File: src/rtl/data_mux_pkg.sv
// data_mux_pkg: shared states, widths and round-robin helper for the stream mux scheduler
package data_mux_pkg;
    typedef enum logic [1:0] {IDLE, GAP, HOLD} seq_state_t;
    localparam int SEL_W = 4;
    localparam int MAX_INPUTS = 16;
    function automatic logic [SEL_W-1:0] next_enabled(input logic [MAX_INPUTS-1:0] mask, input logic [SEL_W-1:0] cur);
        logic [SEL_W-1:0] lo;
        logic [SEL_W-1:0] hi;
        logic hv;
        lo = cur;
        hi = cur;
        hv = 1'b0;
        for (int i = MAX_INPUTS - 1; i >= 0; i--) begin
            if (mask[i]) lo = SEL_W'(i);
            if (mask[i] && i > int'(cur)) begin
                hi = SEL_W'(i);
                hv = 1'b1;
            end
        end
        return hv ? hi : lo;
    endfunction
endpackage

File: src/rtl/rr_next_select.sv
// rr_next_select: combinational round-robin successor and lowest enabled index of a request mask
module rr_next_select
    import data_mux_pkg::*;
#(
    parameter int N_INPUTS = 2
) (
    input  logic [N_INPUTS-1:0] i_mask,
    input  logic [SEL_W-1:0]    i_cur,
    output logic [SEL_W-1:0]    o_next,
    output logic [SEL_W-1:0]    o_lowest
);
    logic [MAX_INPUTS-1:0] w_mask;
    assign w_mask = MAX_INPUTS'(i_mask);
    assign o_next = next_enabled(w_mask, i_cur);
    assign o_lowest = (w_mask == '0) ? '0 : next_enabled(w_mask, SEL_W'(MAX_INPUTS - 1));
endmodule

File: src/rtl/data_mux_sequencer.sv
// data_mux_sequencer: time-division scheduler driving the stream mux select and gate
module data_mux_sequencer
    import data_mux_pkg::*;
#(
    parameter int N_INPUTS = 2,
    parameter int GAP_CYCLES = 4,
    parameter int TIMEOUT_CYCLES = 1024
) (
    input  logic                clk,
    input  logic                reset,
    input  logic [N_INPUTS-1:0] enable_mask,
    input  logic [15:0]         dwell_words,
    input  logic                beat_accept,
    input  logic                fc_linkReset,
    output logic [SEL_W-1:0]    output_select,
    output logic                mux_gate,
    output logic                switch_pulse,
    output logic                timeout_pulse,
    output logic [15:0]         slot_beats
);
    localparam int GW = $clog2(GAP_CYCLES + 1);
    localparam int TW = $clog2(TIMEOUT_CYCLES + 1);
    seq_state_t r_state;
    logic [SEL_W-1:0] r_sel;
    logic r_gate, r_sw, r_to;
    logic [15:0] r_beats;
    logic [GW-1:0] r_gap_cnt;
    logic [TW-1:0] r_to_cnt;
    logic [MAX_INPUTS-1:0] w_mask;
    logic [SEL_W-1:0] w_next, w_lowest;
    logic [15:0] w_beats_inc, w_dwell;
    logic w_any, w_done, w_timeout, w_drop, w_switch;
    rr_next_select #(.N_INPUTS(N_INPUTS)) u_rr (
        .i_mask   (enable_mask),
        .i_cur    (r_sel),
        .o_next   (w_next),
        .o_lowest (w_lowest)
    );
    assign w_mask = MAX_INPUTS'(enable_mask);
    assign w_any = |enable_mask;
    assign w_beats_inc = (beat_accept && r_beats != 16'hFFFF) ? r_beats + 16'd1 : r_beats;
    assign w_dwell = (dwell_words == 16'd0) ? 16'd1 : dwell_words;
    // the final beat closes the slot in the cycle it is accepted
    assign w_done = beat_accept && w_beats_inc >= w_dwell;
    assign w_timeout = !beat_accept && r_to_cnt == TW'(TIMEOUT_CYCLES - 1);
    assign w_drop = !w_mask[r_sel];
    assign w_switch = w_done || w_timeout || w_drop;
    // scheduler state machine; link reset re-seeds the schedule from the lowest enabled input
    always_ff @(posedge clk) begin
        if (reset) begin
            r_state <= IDLE;
            r_sel <= '0;
            r_gate <= 1'b1;
            r_sw <= 1'b0;
            r_to <= 1'b0;
            r_beats <= '0;
            r_gap_cnt <= '0;
            r_to_cnt <= '0;
        end else begin
            r_sw <= 1'b0;
            r_to <= 1'b0;
            if (fc_linkReset) begin
                r_sel <= w_lowest;
                r_gate <= 1'b1;
                r_beats <= '0;
                r_gap_cnt <= '0;
                r_to_cnt <= '0;
                r_state <= w_any ? GAP : IDLE;
            end else begin
                case (r_state)
                    IDLE: begin
                        r_gate <= 1'b1;
                        if (w_any) begin
                            r_sel <= w_lowest;
                            r_gap_cnt <= '0;
                            r_state <= GAP;
                        end
                    end
                    GAP: begin
                        r_gate <= 1'b1;
                        if (r_gap_cnt == GW'(GAP_CYCLES - 1)) begin
                            r_state <= HOLD;
                            r_gate <= 1'b0;
                            r_sw <= 1'b1;
                            r_beats <= '0;
                            r_to_cnt <= '0;
                        end else begin
                            r_gap_cnt <= r_gap_cnt + GW'(1);
                        end
                    end
                    HOLD: begin
                        r_beats <= w_beats_inc;
                        r_to_cnt <= beat_accept ? '0 : r_to_cnt + TW'(1);
                        if (w_switch) begin
                            r_gate <= 1'b1;
                            r_to <= w_timeout;
                            r_gap_cnt <= '0;
                            if (w_any) begin
                                r_sel <= w_next;
                                r_state <= GAP;
                            end else begin
                                r_state <= IDLE;
                            end
                        end
                    end
                    default: r_state <= IDLE;
                endcase
            end
        end
    end
    assign output_select = r_sel;
    assign mux_gate = r_gate;
    assign switch_pulse = r_sw;
    assign timeout_pulse = r_to;
    assign slot_beats = r_beats;
endmodule

File: config.mk
export PLATFORM = sky130hd
export DESIGN_NAME = data_mux_sequencer
export DESIGN_NICKNAME = d
export VERILOG_FILES = /design/src/rtl/data_mux_pkg.sv /design/src/rtl/rr_next_select.sv /design/src/rtl/data_mux_sequencer.sv
export SDC_FILE = /design/constraint.sdc
export NUM_CORES = 1
export LEC_CHECK = 0
export CORE_ASPECT_RATIO = 1.25
export CORE_MARGIN = 2
export CORE_UTILIZATION = 30
export CTS_BUF_LIST = sky130_fd_sc_hd__clkbuf_8
export DETAILED_ROUTE_END_ITERATION = 8
export PLACE_DENSITY = 0.59
export SETUP_SLACK_MARGIN = 0.1
export SLEW_MARGIN = 40
export SYNTH_ARGS = -nofsm -noshare
export SYNTH_HDL_FRONTEND = slang
export SYNTH_SLANG_ARGS = --single-unit
File: constraint.sdc
create_clock -name clk -period 7.2 [get_ports clk]
set_clock_uncertainty 0.1 [all_clocks]
set_input_delay 1.44 -clock clk [delete_from_list [all_inputs] [get_ports clk]]
set_output_delay 1.44 -clock clk [all_outputs]
set_load 0.05 [all_outputs]
==> metrics.md <==
| Metric | Value |
|---|---|
| Status | `completed` |
| CP Capture Type | `flop` |
| Std cell rows | `37` |
| Crit-path slowest cell | `clkdlybuf4s50_1` |
| Critical-path maximum fanout | `10` |
| FF+latch count, synth | `36` |
| Root Driver | `clkbuf_8` |
| Placer Congestion | `0.829` |
| Die X | `86.9 um` |
| Tmin final | `5.10 ns` |
| Req. time, crit path | `between 7 and 8 ns` |
| Final setup TNS | `0 ns` |
| Initial DRC Count | `77` |
| Flop pwr share | `0.471` |
| Post-DRT Antenna Nets | `0` |
| PwrDens | `138 nW/um2` |
| Final worst-path cycle share | `0.708` |
| Die H | `108 um` |
| Final hold vios | `0` |
| Vias | `between 2000 and 3000` |
| Slew @ Worst Pin | `0.717 ns` |
| Internal power | `0.325 mW` |
| Wirelength per Cell | `14.8 um` |
| Largest net degree at the start of global routing | `21` |
| Maximum VDD drop | `67.2 uV` |
| Clock sink total | `36` |
| Port bufs | `41` |
| Total setup buffers inserted after CTS | `0` |
| Post-synth EDFFs | `0` |
| Latest clock arrival within the worst-skew pair | `0.30 ns` |
| H-Tree Depth | `2` |
| Vias in the first global route | `2354` |
| Total wire length | `6880 um` |
| DIE AREA | `9350 um2` |
| GRT Overall Usage | `0.147` |
| Clock share of power | `0.418` |
| Hold Path Class | `flop to flop` |
| Initial Util | `0.311` |
| Leak | `between 1 and 1.5 nW` |
| Antenna violations before repair | `0` |
| Async set-reset flop share out of synthesis | `0` |
| CP Class | `primary input to flop` |
| Reg2Reg Depth | `11` |
| Setup repair after global routing missed its margin | `false` |
| Sequential cell area fraction in the yosys report | `0.280` |
| Setup violators final | `0` |
| Grt total ovfl | `0` |
| Top_reg_cell synth | `dfxtp_1` |
| Reg clk slew, reported paths | `roughly 0.070 ns` |
| Logic pwr share | `0.111` |
| CP bufs+invs | `1` |
| Yosys Warn Count | `0` |
| Max Clk Rate | `196 MHz` |
| Cell Chain, Critical Path | `clkdlybuf4s50_1 -> nand2_1 -> nor2_1 -> o21a_1 -> and3_1 -> xor2_1 -> ha_1 -> nand4_2 -> nor2_1 -> a311o_1 -> o41a_1 -> or3_1 -> a221oi_2` |
| Detailed Place HPWL | `between 5000 and 6000 um` |
| Net Sw Frac | `0.249` |
| Core footprint | `8290 um2` |
| Slew Viols, Final | `0` |
| Fin util | `0.379` |
| IO Pins | `45` |
| Worst EP arrival | `5.20 ns` |
| Total Nets Final | `408` |
| Max cap viols | `0` |
| CTS tree | `built` |
| Global-route wire length before repair | `11000 um` |
| Worst path top cell family by delay | `compound AO/OA/AOI/OAI gates` |
| Pre-antenna DRT Iters | `5` |
| Hold Crit Depth | `1` |
| Share of cells above drive strength 1 | `0.0463` |
| Avg Synthesized Cell Area | `7.69 um2` |
| CP Launch Type | `primary input` |
| Mapped Cells | `around 340` |
| Post-CTS Resized | `0` |
| Worst slew margin | `0.520` |
| Sw Pwr | `0.108 mW` |
| Cell area after synthesis | `2580 um2` |
| Critical path depth in cells | `13` |
| Overall Power | `0.433 mW` |
| Hold_buf cts | `0` |
| Area Growth Syn to Fin | `22.0%` |
| CP max stage delay | `0.66 ns` |
| Post-route DRC violation count | `0` |
| CTS Buf Count | `5` |
| Distinct cells, synth | `56` |
| Longest Clk Path Bufs | `2` |
| Top cell by count, worst path | `nor2_1` |
| Via/cell ratio | `5.41` |
| ANT cells | `0` |
-- routing by layer --
metal,share of wire,wire (um),vias to the layer above,global-route usage
met4,0.019,133,0,0.0469
met3,0.049,339,12,0.0276
met2,0.50,3440,63,0.267
met1,0.43,2970,1155,0.171
li1,-,-,1278,-
met5,0,0,-,0
-- power groups by stage --
stage	Sequential (mW)	Clock [mW]	Combinational, mW
after floorplan	0.207	0	0.0302
after global placement	0.208	0	0.0472
after detailed placement	0.208	0	0.0481
after CTS	0.204	0.186	0.0483
after global routing	0.204	0.192	0.0525
final	0.204	0.181	0.0481
-- kinds of logic after synthesis --
group / Yosys count / share of synthesized area
compound gates: 96 / 0.250
xor+xnor: 15 / 0.0510
fa+ha+maj: 20 / 0.0971
buf+inv: 39 / 0.0622
flops: 36 / 0.280
mux: 3 / 0.0126
other cells: 1 / 0.00146
simple gates: 125 / 0.246
-- cells in the mapped netlist (6+ instances only) --
| library cell | n | area [um2] |
|---|---|---|
| xor2_1 | 6 | 52.6 |
| ha_1 | 20 | 250 |
| inv_1 | 20 | 75.1 |
| dfxtp_1 | 36 | 721 |
| xnor2_1 | 9 | 78.8 |
| a21oi_1 | 18 | 90.1 |
| a21o_1 | 6 | 45.0 |
| and3_1 | 8 | 50.1 |
| clkbuf_1 | 14 | 52.6 |
| nor2_1 | 27 | 101 |
| nand2_1 | 31 | 116 |
| a31oi_1 | 13 | 81.3 |
| nand2b_1 | 8 | 50.1 |
| o21ai_0 | 21 | 105 |
| nand3_1 | 12 | 60.1 |
| nor3_1 | 11 | 55.1 |
-- cell usage in the layout, fill, tap and decap left out, types with 9 or more instances in the layout --
cell and instances:
o21ai_0 21, a21oi_1 18, xnor2_1 9, nor2_1 26, inv_1 20, a31oi_1 13
ha_1 20, dfxtp_1 36, clkdlybuf4s50_1 41, nand2_1 31, nand3_1 12, nor3_1 11
-- worst paths after layout --
kind	startpoint	to	slack [ns]
worst max-delay path	beat_accept	r_gap_cnt[0]	2.10
worst min-delay path	r_to_cnt[7]	r_to_cnt[7]	0.38
worst max register to register	slot_beats[7]	r_gap_cnt[0]	2.84
worst min register to register	r_to_cnt[7]	r_to_cnt[7]	0.38
-- flip-flops by register name (all words and copies together) (netlist names) --
| register | flops |
|---|---|
| r_state | 2 |
| output_select | 1 |
| r_to_cnt | 11 |
| slot_beats | 16 |
| mux_gate | 1 |
| switch_pulse | 1 |
| timeout_pulse | 1 |
| r_gap_cnt | 3 |
-- metrics by stage --
stage	std cells	area, um2	hold WS, ns	setup slack, ns
global placement	456	3030	0.358	1.90
detailed placement	456	3030	0.370	1.81
global route	464	3140	0.394	1.91
floorplan	337	2580	0.341	2.53
CTS	464	3140	0.381	2.11
finish	464	3140	0.380	2.10
-- final cells by class --
| cell class | instances | area, um2 |
|---|---|---|
| clock inverters | 3 | 42.5 |
| multi-input cells | 262 | 1710 |
| clock buffers | 5 | 68.8 |
| fillers | 863 | 5140 |
| flip-flops and latches | 36 | 721 |
| repair buffers | 41 | 410 |
| inverters | 20 | 75.1 |
| well taps | 97 | 121 |
Note: power is estimated with default switching activity, not from simulation.
